<file path="src/rtl/dark_debug_pkg.sv">
// dark_debug_pkg: shared types/constants for the debug frame transmitter.
// Holds the FSM state encoding, the default SYNC header and frame geometry.
package dark_debug_pkg;

  typedef enum logic [1:0] {
    S_IDLE = 2'd0,
    S_HDR  = 2'd1,
    S_DATA = 2'd2,
    S_CHK  = 2'd3
  } state_e;

  localparam logic [1:0] ST_IDLE = S_IDLE;
  localparam logic [1:0] ST_HDR  = S_HDR;
  localparam logic [1:0] ST_DATA = S_DATA;
  localparam logic [1:0] ST_CHK  = S_CHK;

  localparam logic [7:0] SYNC_DEF   = 8'hA5;
  localparam int         DATA_BYTES = 16;
  localparam logic [3:0] LAST_IDX   = 4'(DATA_BYTES - 1);

endpackage

</file>
<file path="src/rtl/dark_debug_if.sv">
// dark_debug_if: byte stream with valid/ready handshake.
// master drives TX_DATA/TX_VALID, slave drives TX_READY.
interface dark_debug_if;
  logic [7:0] TX_DATA;
  logic       TX_VALID;
  logic       TX_READY;

  modport master (
    output TX_DATA,
    output TX_VALID,
    input  TX_READY
  );

  modport slave (
    input  TX_DATA,
    input  TX_VALID,
    output TX_READY
  );
endinterface

</file>
<file path="src/rtl/dark_debug_tx.sv">
// dark_debug_tx: snapshots a 4x32 debug bundle and streams it as a
// byte frame: SYNC header, 16 data bytes (word 0 first, LSB first).
// Ports: XCLK clock, XRES async active-high reset, DEBUG bundle,
//   TRIG capture request, tx (master: TX_DATA/TX_VALID/TX_READY),
//   BUSY frame in progress, DROPS saturating lost-capture count.
// Macro DARK_DEBUG_CHKSUM_EN appends a mod-256 sum of the data bytes.
module dark_debug_tx
  import dark_debug_pkg::*;
#(
  parameter logic [7:0] SYNC = SYNC_DEF,
  parameter bit         AUTO = 1'b0
) (
  input  logic             XCLK,
  input  logic             XRES,
  input  logic [3:0][31:0] DEBUG,
  input  logic             TRIG,
  dark_debug_if.master     tx,
  output logic             BUSY,
  output logic [7:0]       DROPS
);

  logic [1:0]       state_q, state_d;
  logic [3:0]       idx_q, idx_d;
  logic [3:0][31:0] snap_q;
  logic [3:0][31:0] prev_q;
  logic [7:0]       drops_q;
  logic [7:0]       byte_sel;
  logic [7:0]       data_d;
  logic             evt, xfer, idle;

`ifdef DARK_DEBUG_CHKSUM_EN
  logic [7:0] sum_q;
`endif

  assign idle = (state_q == ST_IDLE);
  assign evt  = AUTO ? (DEBUG != prev_q) : TRIG;
  assign xfer = tx.TX_VALID & tx.TX_READY;

  assign byte_sel =
    snap_q[idx_q[3:2]][{idx_q[1:0], 3'b000} +: 8];

  always_comb begin
    state_d = state_q;
    idx_d   = idx_q;
    unique case (state_q)
      ST_IDLE: if (evt) state_d = ST_HDR;
      ST_HDR: if (xfer) begin
        state_d = ST_DATA;
        idx_d   = '0;
      end
      ST_DATA: if (xfer) begin
        idx_d = idx_q + 4'd1;
        if (idx_q == LAST_IDX) begin
`ifdef DARK_DEBUG_CHKSUM_EN
          state_d = ST_CHK;
`else
          state_d = ST_IDLE;
`endif
        end
      end
`ifdef DARK_DEBUG_CHKSUM_EN
      ST_CHK: if (xfer) state_d = ST_IDLE;
`endif
      default: state_d = ST_IDLE;
    endcase
  end

  always_comb begin
    data_d = '0;
    unique case (state_q)
      ST_HDR:  data_d = SYNC;
      ST_DATA: data_d = byte_sel;
`ifdef DARK_DEBUG_CHKSUM_EN
      ST_CHK:  data_d = sum_q;
`endif
      default: data_d = '0;
    endcase
  end

  always_ff @(posedge XCLK or posedge XRES) begin
    if (XRES) begin
      state_q <= ST_IDLE;
      idx_q   <= '0;
      snap_q  <= '0;
      prev_q  <= '0;
      drops_q <= '0;
    end else begin
      state_q <= state_d;
      idx_q   <= idx_d;
      prev_q  <= DEBUG;
      if (evt && idle)
        snap_q <= DEBUG;
      if (evt && !idle && drops_q != 8'hFF)
        drops_q <= drops_q + 8'd1;
    end
  end

`ifdef DARK_DEBUG_CHKSUM_EN
  // Running sum of data bytes as they leave; cleared at capture.
  always_ff @(posedge XCLK or posedge XRES) begin
    if (XRES)
      sum_q <= '0;
    else if (evt && idle)
      sum_q <= '0;
    else if (xfer && state_q == ST_DATA)
      sum_q <= sum_q + byte_sel;
  end
`endif

  assign tx.TX_DATA  = data_d;
  assign tx.TX_VALID = !idle;
  assign BUSY        = !idle;
  assign DROPS       = drops_q;

endmodule

</file>
<file path="src/flat_wrapper.sv">
// flat-port wrapper written by rule: the top's interface ports become plain ports
module dark_debug_tx_flat import dark_debug_pkg::*;
#(
  parameter logic [7:0] SYNC = SYNC_DEF,
  parameter bit         AUTO = 1'b0
)
  (XCLK, XRES, DEBUG, TRIG, BUSY, DROPS, tx_TX_DATA, tx_TX_VALID, tx_TX_READY);
  dark_debug_if tx_i ();
  input  logic XCLK;
  input  logic XRES;
  input  logic [3:0][31:0] DEBUG;
  input  logic TRIG;
  output logic BUSY;
  output logic [7:0] DROPS;
  output wire logic [$bits(tx_i.TX_DATA)-1:0] tx_TX_DATA;
  output wire logic [$bits(tx_i.TX_VALID)-1:0] tx_TX_VALID;
  input wire logic [$bits(tx_i.TX_READY)-1:0] tx_TX_READY;
  assign tx_TX_DATA = tx_i.TX_DATA;
  assign tx_TX_VALID = tx_i.TX_VALID;
  assign tx_i.TX_READY = tx_TX_READY;
  dark_debug_tx #(.SYNC(SYNC), .AUTO(AUTO)) u_core (.XCLK(XCLK), .XRES(XRES), .DEBUG(DEBUG), .TRIG(TRIG), .tx(tx_i), .BUSY(BUSY), .DROPS(DROPS));
endmodule
</file>
<file path="config.mk">
export PLATFORM = sky130hd
export DESIGN_NAME = dark_debug_tx_flat
export DESIGN_NICKNAME = d
export VERILOG_FILES = /design/src/rtl/dark_debug_pkg.sv /design/src/rtl/dark_debug_if.sv /design/src/rtl/dark_debug_tx.sv /design/src/flat_wrapper.sv
export SDC_FILE = /design/constraint.sdc
export NUM_CORES = 1
export LEC_CHECK = 0
export ABC_CLOCK_PERIOD_IN_PS = 3950
export BUFFER_PORTS_ARGS = -buffer_cell sky130_fd_sc_hd__buf_2
export CORE_MARGIN = 1.5
export CORE_UTILIZATION = 40
export DETAILED_ROUTE_END_ITERATION = 8
export PLACE_DENSITY = 0.7
export SYNTH_ARGS = -nofsm -noshare
export SYNTH_HDL_FRONTEND = slang
export SYNTH_SLANG_ARGS = --single-unit
</file>
<file path="constraint.sdc">
create_clock -name XCLK -period 3.95 [get_ports XCLK]
set_input_delay 0.395 -clock XCLK [delete_from_list [all_inputs] [get_ports XCLK]]
set_output_delay 0.395 -clock XCLK [all_outputs]
set_load 0.1 [all_outputs]
</file>
==> impl_metrics.prom <==
# TYPE chip_impl_metric gauge
chip_impl_info{name="status",value="completed"} 1
chip_impl_metric{name="setup_viol",unit=""} 0
chip_impl_metric{name="timing.final.max_slew_violations",unit=""} 0
chip_impl_metric{name="antenna_cells",unit=""} 0
chip_impl_metric{name="synth-seq-cells",unit=""} 142
chip_impl_metric{name="final_layout_size_suffix_gt1_share",unit="%"} 54.07
chip_impl_metric{name="synthesis.area",unit="um2"} 6655
chip_impl_metric{name="insertion_delay",unit="ns"} 0.42
chip_impl_info{name="rsz0062_at_grt",value="false"} 1
chip_impl_metric{name="postRouteAntennaNets",unit=""} 0
chip_impl_metric{name="drv.max_cap_violation_count",unit=""} 0
chip_impl_metric{name="clkSlewWorstSetupHoldPaths",unit="ns"} 0.06
chip_impl_metric{name="final.period_utilization",unit="%"} 83.35
chip_impl_metric{name="synth.distinct_cells",unit=""} 41
chip_impl_info{name="criticalPathCategory",value="reg -> out"} 1
chip_impl_metric{name="ios",unit=""} 150
chip_impl_info{name="worst_setup_path_end_kind",value="output pin"} 1
chip_impl_metric{name="dp_area",unit="um2"} 7533
chip_impl_metric{name="critPathRequiredTime",unit="ns"} 3.56
chip_impl_metric{name="total_core_area",unit="um2"} 16060
chip_impl_metric{name="grt_antenna_before_repair",unit=""} 2
chip_impl_info{name="worstPathCellList",value="mux4_2, a22o_1, a221o_1, buf_2"} 1
chip_impl_info{name="critPathTopFamily",value="flip-flops"} 1
chip_impl_info{name="synth_top_flop_cell",value="sky130_fd_sc_hd__dfrtp_1"} 1
chip_impl_metric{name="final_net_count",unit=""} 740
chip_impl_info{name="synth.largest_area_cell",value="sky130_fd_sc_hd__dfrtp_1"} 1
chip_impl_metric{name="grt_pass1_wl",unit="um"} 24420
chip_impl_metric{name="synth_enable_flop_cells",unit=""} 0
chip_impl_metric{name="floorplan.initialDensity",unit="%"} 41.44
chip_impl_metric{name="die-height",unit="um"} 132.0
chip_impl_metric{name="postLayoutCellArea",unit="um2"} 8165
chip_impl_metric{name="maxClockFrequency",unit="MHz"} 303.8
chip_impl_metric{name="tns",unit="ns"} 0
chip_impl_metric{name="worst_ir_drop_vdd",unit="mV"} 0.4002
chip_impl_metric{name="synthToLayoutAreaGrowth",unit="%"} 22.69
chip_impl_metric{name="critical_path_cell_count",unit=""} 4
chip_impl_metric{name="final_period_minus_worst_setup_slack",unit="ns"} 3.292
chip_impl_metric{name="synth_seq_area_share",unit="%"} 53.39
chip_impl_metric{name="slowest_delay",unit="ns"} 0.99
chip_impl_metric{name="post_cts_hold_buffer_count",unit=""} 0
chip_impl_info{name="worstReg2RegEnd",value="u_core.snap_q[5]"} 1
chip_impl_metric{name="crit_path_max_fanout",unit=""} 37
chip_impl_metric{name="clock-sinks",unit=""} 142
chip_impl_metric{name="synth_top_area_share",unit="%"} 53.39
chip_impl_metric{name="cts_repair_resize_count",unit=""} 0
chip_impl_metric{name="cts_post_setup_buffers_inserted",unit=""} 0
chip_impl_metric{name="drt_iter0_markers",unit=""} 239
chip_impl_metric{name="yosysWarningCount",unit=""} 0
chip_impl_metric{name="detailroute.via_count",unit=""} 4318
chip_impl_metric{name="htree_levels",unit=""} 4
chip_impl_info{name="setup_crit_start",value="u_core.idx_q[2]"} 1
chip_impl_metric{name="critical_path_arrival",unit="ns"} 2.90
chip_impl_metric{name="grt_overflow_total",unit=""} 0
chip_impl_metric{name="cts_made_buffers",unit=""} 17
chip_impl_metric{name="num_rows",unit=""} 46
chip_impl_metric{name="vias_per_cell",unit=""} 5.202
chip_impl_metric{name="groute.usage.overall",unit="%"} 18.11
chip_impl_metric{name="dp_hpwl",unit="um"} 10770
chip_impl_info{name="synth_common_cells",value="sky130_fd_sc_hd__dfrtp_1, sky130_fd_sc_hd__mux2_2, sky130_fd_sc_hd__mux2i_1"} 1
chip_impl_metric{name="synthCells",unit=""} 458
chip_impl_metric{name="dp_worst_setup_slack",unit="ns"} 1.090
chip_impl_metric{name="detail_route.wl_per_cell",unit="um"} 17.96
chip_impl_info{name="synth_most_common_cell",value="sky130_fd_sc_hd__dfrtp_1"} 1
chip_impl_info{name="cts_tree",value="yes"} 1
chip_impl_metric{name="postSynthNetCount",unit=""} 596
chip_impl_metric{name="drcViolationCount",unit=""} 0
chip_impl_metric{name="synthArstFlopShare",unit="%"} 100.0
chip_impl_metric{name="timing_worst_slew_pin_value",unit="ns"} 1.013
chip_impl_metric{name="p_per_area",unit="nW/um2"} 827.4
chip_impl_metric{name="detailedRoute.firstPassIterationCount",unit=""} 5
chip_impl_metric{name="via_count_of_the_first_global_routing_pass",unit=""} 4706
chip_impl_info{name="worstSetupEndpoint",value="tx_TX_DATA[4]"} 1
chip_impl_metric{name="cts_buffer_depth",unit=""} 2
chip_impl_metric{name="finalWeightedCongestion",unit=""} 0.8192
chip_impl_metric{name="max-slew-margin-rel",unit="%"} 32.44
chip_impl_info{name="start_kind",value="register"} 1
chip_impl_info{name="holdCritPathClass",value="in -> reg"} 1
chip_impl_metric{name="placement.io_buffers",unit=""} 149
chip_impl_info{name="reg2reg_from",value="u_core.state_q[0]"} 1
chip_impl_metric{name="syn-mean-instance-area",unit="um2"} 14.53
chip_impl_metric{name="grt_max_degree",unit=""} 91
chip_impl_metric{name="finalClockSkew",unit="ns"} 0.004456
chip_impl_metric{name="final_critical_path_setup_slack",unit="ns"} 0.6579
chip_impl_metric{name="timing.reg2reg.worst_path_depth",unit=""} 5
chip_impl_metric{name="cp.buffers_inverters",unit=""} 1
chip_impl_metric{name="power.static_leakage",unit="nW"} 3.604
chip_impl_metric{name="totalWireLength",unit="um"} 14910
chip_impl_metric{name="reg2reg_slack",unit="ns"} 1.74
chip_impl_info{name="crit_path_top_delay_cell",value="sky130_fd_sc_hd__dfrtp_2"} 1
chip_impl_metric{name="hold_violations",unit=""} 0
chip_impl_metric{name="die_area",unit="um2"} 17420
chip_impl_info{name="synth.area.top_cells",value="sky130_fd_sc_hd__dfrtp_1, sky130_fd_sc_hd__mux2_2, sky130_fd_sc_hd__mux2i_1"} 1
chip_impl_metric{name="horizontal_extent_of_the_die",unit="um"} 132.0
chip_impl_info{name="clock_tree.root_cell",value="sky130_fd_sc_hd__clkbuf_16"} 1
-- worst min-delay path by stage --
stage,endpoint,cells past startpoint,slack [ns],from
after floorplan,u_core.snap_q[33],1,0.47,u_core.snap_q[33]
final,u_core.snap_q[91],2,0.20,DEBUG[91]
after global routing,u_core.snap_q[74],2,0.19,DEBUG[74]
after CTS,u_core.snap_q[126],2,0.19,DEBUG[126]
after global placement,u_core.snap_q[97],1,0.48,u_core.snap_q[97]
after detailed placement,u_core.snap_q[106],1,0.49,u_core.snap_q[106]
-- stage by stage --
| step | instances | hold WS, ns | power, mW | utilization (%) |
|---|---|---|---|---|
| 2_1_floorplan | 458 | 0.4704 | 4.530 | - |
| 3_3_place_gp | 799 | 0.4821 | 4.986 | 46.91 |
| 3_5_place_dp | 799 | 0.4932 | 5.096 | 46.91 |
| 4_1_cts | 830 | 0.1873 | 6.819 | 50.85 |
| 5_1_grt | 830 | 0.1886 | 7.139 | 50.85 |
| 6_report | 830 | 0.1992 | 6.756 | 50.85 |
-- flip-flops by register name (all words and copies together), names as in the netlist --
signal          flops
u_core.state_q      2
u_core.snap_q     128
u_core.idx_q        4
u_core.DROPS        8
-- layout make-up --
| type | count | area [um2] |
|---|---|---|
| Clock buffer | 21 | 470.5 |
| Clock inverter | 10 | 161.4 |
| Fill cell | 1393 | 7893 |
| Inverter | 7 | 30.03 |
| Multi-Input combinational cell | 281 | 2889 |
| Sequential cell | 142 | 3556 |
| Tap cell | 216 | 270.3 |
| Timing Repair Buffer | 153 | 788.3 |
-- kinds of logic after synthesis --
| group | share of synthesized area, % |
|---|---|
| muxes | 32.75 |
| DFF | 53.39 |
| AOI/OAI and AO/OA | 4.964 |
| and+or+nand+nor | 3.535 |
| buffers and inverters | 3.309 |
| xor gates and xnor gates | 0.9212 |
| adders and majority gates | 1.128 |
-- per-layer routing --
metal  global-route usage [%]  up-vias  share of wire, %
met5                        0        -              0.22
li1                         -     1995                 -
met3                    6.190       17               6.9
met4                    6.049        4               1.3
met1                    21.59     2163                41
met2                    30.66      139                50
-- power by group --
| part | switching (mW) | total [mW] | leakage, nW | internal [mW] |
|---|---|---|---|---|
| registers | 0.423 | 2.60 | 1.68 | 2.18 |
| logic | 1.34 | 2.45 | 1.61 | 1.11 |
| clock network | 0.601 | 1.70 | 0.313 | 1.10 |
| total | 2.37 | 6.76 | 3.60 | 4.39 |
-- cells in the final DEF, fill, tap and decap left out, types with 4 or more instances in the layout --
cell type                   instances
sky130_fd_sc_hd__dfrtp_1          140
sky130_fd_sc_hd__nor2b_1            4
sky130_fd_sc_hd__a22o_1             7
sky130_fd_sc_hd__mux2_2           129
sky130_fd_sc_hd__o21ai_0            6
sky130_fd_sc_hd__bufinv_16          4
sky130_fd_sc_hd__nand2_1            6
sky130_fd_sc_hd__a221o_1            4
sky130_fd_sc_hd__clkbuf_16         17
sky130_fd_sc_hd__and3_1             6
sky130_fd_sc_hd__mux2i_1           34
sky130_fd_sc_hd__ha_1               6
sky130_fd_sc_hd__xnor2_1            6
sky130_fd_sc_hd__buf_2            149
sky130_fd_sc_hd__o221ai_1           4
sky130_fd_sc_hd__mux4_2            12
sky130_fd_sc_hd__mux4_1             4
sky130_fd_sc_hd__a22oi_1            8
sky130_fd_sc_hd__inv_1              6
sky130_fd_sc_hd__nand3_1           10
sky130_fd_sc_hd__a21oi_1           14
-- worst reg2reg max path, delay by kind of cell (launching register included) --
kind	cells	cell delay, ns
adders and majority gates	1	0.27
DFF	1	0.38
muxes	1	0.48
buffers and inverters	2	0.54
and+or+nand+nor	1	0.43
No activity file was read; power rests on OpenSTA's default activity.
